File: config.mk
export PLATFORM = sky130hd
export DESIGN_NAME = lingret_operand_sequencer
export DESIGN_NICKNAME = d
export VERILOG_FILES = /design/src/rtl/lingret_operand_sequencer.sv
export SDC_FILE = /design/constraint.sdc
export NUM_CORES = 1
export LEC_CHECK = 0
export CORE_MARGIN = 2
export CORE_UTILIZATION = 50
export CTS_BUF_LIST = sky130_fd_sc_hd__clkbuf_8
export CTS_CLUSTER_SIZE = 12
export DETAILED_ROUTE_END_ITERATION = 10
export GPL_TIMING_DRIVEN = 0
export PLACE_DENSITY = 0.87
export REMOVE_ABC_BUFFERS = 1
export SETUP_SLACK_MARGIN = 0.02
export SLEW_MARGIN = 30
export SYNTH_ARGS = -nofsm -noshare
export SYNTH_HDL_FRONTEND = slang
export SYNTH_SLANG_ARGS = --single-unit
export TNS_END_PERCENT = 5
File: constraint.sdc
create_clock -name i_clk -period 4.35 [get_ports i_clk]
set_clock_uncertainty 0.2 [all_clocks]
set_input_delay 0.87 -clock i_clk [delete_from_list [all_inputs] [get_ports i_clk]]
set_output_delay 0.87 -clock i_clk [all_outputs]
set_load 0.05 [all_outputs]
File: src/rtl/lingret_operand_sequencer.sv
// Byte-serial operand sequencer: collects instruction, operand A and operand B,
// presents them to an external ALU for one EXEC cycle and captures its result.
module lingret_operand_sequencer #(
  parameter logic ACC_EN = 1'b1
) (
  input  logic       i_clk,
  input  logic       i_reset,
  input  logic [7:0] i_data,
  input  logic       i_valid,
  output logic       o_ready,
  output logic [7:0] o_instruction,
  output logic [7:0] o_data_0,
  output logic [7:0] o_data_1,
  input  logic [7:0] i_result,
  output logic [7:0] o_result,
  output logic       o_done,
  output logic       o_error,
  output logic [1:0] o_state
);

  typedef enum logic [1:0] {
    IDLE   = 2'd0,
    LOAD_A = 2'd1,
    LOAD_B = 2'd2,
    EXEC   = 2'd3
  } state_t;

  state_t     state_q, state_d;
  logic [7:0] instr_q, instr_d;
  logic [7:0] data0_q, data0_d;
  logic [7:0] data1_q, data1_d;
  logic [7:0] result_q, result_d;
  logic       done_q, done_d;
  logic       error_q, error_d;
  logic       accept;

  // Handshake: a byte transfers on a rising edge where i_valid and o_ready are
  // both high; i_valid may drop at any time and o_ready does not wait on it.
  assign o_ready = (state_q != EXEC);
  assign accept  = i_valid && o_ready;

  always_comb begin
    state_d  = state_q;
    instr_d  = instr_q;
    data0_d  = data0_q;
    data1_d  = data1_q;
    result_d = result_q;
    done_d   = 1'b0;
    error_d  = error_q;
    case (state_q)
      IDLE: begin
        if (accept) begin
          instr_d = i_data;
          error_d = 1'b0;
          // Accumulator chaining reuses the last result as operand A.
          if (ACC_EN && i_data[3]) begin
            data0_d = result_q;
            state_d = LOAD_B;
          end else begin
            state_d = LOAD_A;
          end
        end
      end
      LOAD_A: begin
        if (accept) begin
          data0_d = i_data;
          state_d = LOAD_B;
        end
      end
      LOAD_B: begin
        if (accept) begin
          data1_d = i_data;
          state_d = EXEC;
        end
      end
      EXEC: begin
        result_d = i_result;
        done_d   = 1'b1;
        error_d  = (instr_q[2:0] > 3'b101);
        state_d  = IDLE;
      end
      default: state_d = IDLE;
    endcase
  end

  always_ff @(posedge i_clk) begin
    if (i_reset) begin
      state_q  <= IDLE;
      instr_q  <= 8'h00;
      data0_q  <= 8'h00;
      data1_q  <= 8'h00;
      result_q <= 8'h00;
      done_q   <= 1'b0;
      error_q  <= 1'b0;
    end else begin
      state_q  <= state_d;
      instr_q  <= instr_d;
      data0_q  <= data0_d;
      data1_q  <= data1_d;
      result_q <= result_d;
      done_q   <= done_d;
      error_q  <= error_d;
    end
  end

  assign o_instruction = instr_q;
  assign o_data_0      = data0_q;
  assign o_data_1      = data1_q;
  assign o_result      = result_q;
  assign o_done        = done_q;
  assign o_error       = error_q;
  assign o_state       = state_q;

endmodule
# After elaboration in Yosys (flattened, before gate mapping)
# Index checks and enable logic that the tools add are counted.
dict set report word_totals {
  register_bits 36
  in_bits 19
  out_inout_bits 37
  elab_cells 37
}
dict set report classes {
  magnitude_cmp 1
  eq_ne 8
  muxes 12
  n_reduce_logical 9
}
# cell count
set op_table {}
lappend op_table {{two-way mux 8 bit} 3}
lappend op_table {{case mux 8 bit (2 select lines)} 1}
lappend op_table {{inequality test 2 bit, second input constant} 5}
lappend op_table {{two-way mux 2 bit} 4}
lappend op_table {{case mux 2 bit (4 select lines)} 1}
lappend op_table {{AND reduction 2 bit} 3}
lappend op_table {{equality test 2 bit, second input constant} 2}
lappend op_table {{AND reduction 4 bit} 1}
lappend op_table {{nonzero test 2 bit} 2}
lappend op_table {{> comparator 3 bit, second input constant} 1}
lappend op_table {{AND reduction 3 bit} 1}
lappend op_table {{equality test 2 x 1 -> 1 bit, second input constant} 1}
lappend op_table {{logical NOT 2 bit} 1}
lappend op_table {{two-way mux 1 bit} 2}
lappend op_table {{case mux 1 bit (2 select lines)} 1}
lappend op_table {{logical AND 1 bit} 1}

# Logic depth before layout (Yosys ltp)
dict set report depth {
  word_depth 4
  depth_mapped 7
  ltp_nobuf 6
}

# Least setup slack after synthesis
# Ideal clock, no wire load.
dict set report synth_timing {
  path_type {register to output}
  startpoint {register state_q[1] (netlist: o_state[1])}
  endpoint {output o_ready}
  t_arrival_ns 1.309
  required_ns 3.280
  slack_ns 1.971
  path_stages_with_launch 4
  n_path_buf 1
  cell_sequence {dfxtp_1 ha_1 buf_6 inv_1}
}
dict set report synth_via {
  elab_chain_cells 1
}
# element line
set synth_lines {}
lappend synth_lines {{from (decl)} 28} ;# state_t state_q, state_d;
lappend synth_lines {{from (signal assigned)} 96} ;# state_q <= state_d;
lappend synth_lines {{inequality test 2 bit} 39} ;# assign o_ready = (state_q != EXEC);
lappend synth_lines {{to (decl)} 10} ;# output logic o_ready,
# Every way passes these cells.

# Final worst setup path
dict set report layout_timing {
  startpoint {register state_q[0] (netlist: o_state[0])}
  endpoint {output o_ready}
}
# The elaborated chain is that of the path after synthesis.

==> results.cfg <==
[logic_synthesis]
synth_cell_types = 24
yosys.area_share.simple_pct = 18.4
ys_warn_count = 0
synth.area.mux_share_pct = 10.7
synth_seq_cells = 36
syn_area_per_cell_sq_um = 9.14
yosysSeqAreaShare_pct = 45.3
synth_top_family_by_area = simple AND/OR/NAND/NOR gates
syn-cell-area_sq_mm = 0.00159
synth-xor-area-share_pct = 0
synth_compound_area_share_pct = 16.5
syn-instance-count = 174
synth_adder_area_share_pct = 4.72

[pwr]
p_per_area_mw_per_mm2 = 697
power.leakage_nw = 0.856
peakVddDrop_uv = 426
p_total_mw = 1.56

[min_path]
hold_path_end = o_data_1[7]$_SDFFE_PP0P_
hp-start = o_data_1[7]$_SDFFE_PP0P_
hold_class = reg2reg
whs_path_depth = 2

[clocking]
tritoncts = done
clk_pin_slew_ps = 70
cts_resized = 0
numClockSinks = 36
clock_path_buffers = 2
clk_latency_ps = 280
cts_setup_buffers = 0
postCtsHoldBufs = 0
cts_buffers = 5
ctsHtreeMaxLevel = 2
ctsRootBufferMaster = clkbuf_8

[global_routing]
grt_pass1_vias = 1349
grt-ovfl-total = 0
grt_antenna_before_repair = 0
grt_max_degree = 37
grt_pass1_wl_microns = 6290
grt_use_total_pct = 23.6

[layout]
n_antenna_cell = 0
synthToLayoutAreaGrowth_pct = 40.3
drive_gt1_share_pct = 8.81
layout_commonest_cell = clkdlybuf4s50_1
fin_nets = 251
layout_common_cells = 54 x clkdlybuf4s50_1, 36 x nor2_1, 36 x dfxtp_1

[sta]
finalHoldViolations = 0
slew_headroom_pct = 51.9
min_period_over_period_pct = 73.1
rsz0062_at_grt = false
worst_pin_slew_ps = 722
setup_slack_ps = 1170
slew_viol_final = 0
period_minus_slack_ps = 3180
tns_ps = 0
max_freq_ghz = 0.315
holdWs_ps = 259
setup-violations-final = 0

[worst_setup_path]
crit_fanout = 11
critPathKind = reg2out
timing.rr.end = o_data_1[3]$_SDFFE_PP0P_
required_ps = 3280
worstSetupEndpointType = primary output
worstRegToRegCells = 5
worst_ep_arrival_time_ps = 2110
worstReg2RegStart = o_state[0]$_SDFFE_PP0P_
r2r_slack_ps = 1980
startpoint = o_state[0]$_SDFFE_PP0P_
critPathLaunchType = flip-flop

[floorplanning]
start_util_pct = 52.5
core_area_sq_mm = 0.00303
pin_count = 56
rows = 20
dieArea_sq_mm = 0.00365
dieWidth_microns = 60.4
die_h_microns = 60.4

[detailed_routing]
avgRoutedWirePerCell_microns = 14.8
drt-initial-drc-count = 75
wl_microns = 4010
routed-via-count = 1444
route.detailed.drc = 0
drt_pass1_iterations = 4
ant_nets = 0
post_drt_via_cell_ratio = 5.33

[placement]
pre_cts_slack_ps = 1460
gp_congestion = 0.796
numPortBuffers = 55
hpwlAfterDp_microns = 2910

[status]
status = finished clean

[flow_run]
drv_cap = 0
## metrics by stage
| stage | area [sq um] | util (%) | cells |
|---|---|---|---|
| 3_5_place_dp | 2140 | 70.7 | 263 |
| 4_1_cts | 2230 | 73.7 | 271 |
| 3_3_place_gp | 2150 | 70.9 | 263 |
| 5_1_grt | 2230 | 73.7 | 271 |
| 2_1_floorplan | 1540 | - | 164 |
| 6_report | 2230 | 73.7 | 271 |
## where the power goes
part           total (mW)  switching (mW)  internal [mW]
Clock               0.237           0.113          0.124
Sequential          0.447          0.0474          0.399
Combinational       0.871           0.573          0.298
## layer usage
metal / part of all wire (%) / up-vias / routed length [microns] / global-route usage, %
met1: 41 / 685 / 1640 / 28.6
met5: 0 / - / 0 / 0
met3: 6.2 / 9 / 249 / 3.84
met2: 51 / 58 / 2030 / 40.2
li1: - / 692 / - / -
met4: 2.2 / 0 / 87 / 12.4
## state kept, by name, indices dropped and copies added, names as in the netlist
register	count
o_data_1	8
o_done	1
o_instruction	8
o_error	1
o_data_0	8
o_result	8
o_state	2
## logic make-up (layout without fill, tap and decap cells)
kind of cell,after synthesis,count (layout)
compound gates,32,32
fa+ha+maj,6,6
buf+inv,15,68
flops,36,36
mux,17,17
simple gates,68,68
## final cells by class
type | instances | area (sq um)
Timing Repair Buffer | 55 | 546
Fill cell | 232 | 797
Inverter | 5 | 18.8
Multi-Input combinational cell | 123 | 801
Sequential cell | 36 | 721
Clock inverter | 2 | 7.51
Tap cell | 44 | 55.1
Clock buffer | 6 | 82.6
## critical path, stage by stage (launching register included)
cell and delay, ps:
dfxtp_1 440, ha_1 580, inv_1 80, clkdlybuf4s50_1 710
## worst max path at each step
stage	end	slack [ps]	cells after the start
after floorplan	o_ready	1740	2
after global placement	o_data_1[3]$_SDFFE_PP0P_	1510	5
after detailed placement	o_data_1[3]$_SDFFE_PP0P_	1460	5
after CTS	o_ready	1140	3
after global routing	o_ready	1080	3
final	o_ready	1170	3
## cell usage after synthesis, drive strengths merged
| library cell | number | area share (%) |
|---|---|---|
| a211oi | 12 | 9.0 |
| a21bo | 1 | 0.63 |
| a21oi | 8 | 2.8 |
| a221oi | 1 | 0.55 |
| buf | 6 | 2.2 |
| clkbuf | 4 | 0.94 |
| dfxtp | 36 | 45 |
| ha | 6 | 4.7 |
| inv | 5 | 1.2 |
| mux2i | 17 | 11 |
| nand2 | 17 | 4.0 |
| nand2b | 1 | 0.87 |
| nand3 | 7 | 2.2 |
| nand4b | 1 | 0.55 |
| nor2 | 36 | 8.5 |
| nor2b | 5 | 2.0 |
| nor3 | 1 | 0.31 |
| o21ai | 9 | 2.8 |
| o22ai | 1 | 0.79 |
(Power assumes the default switching activity.)
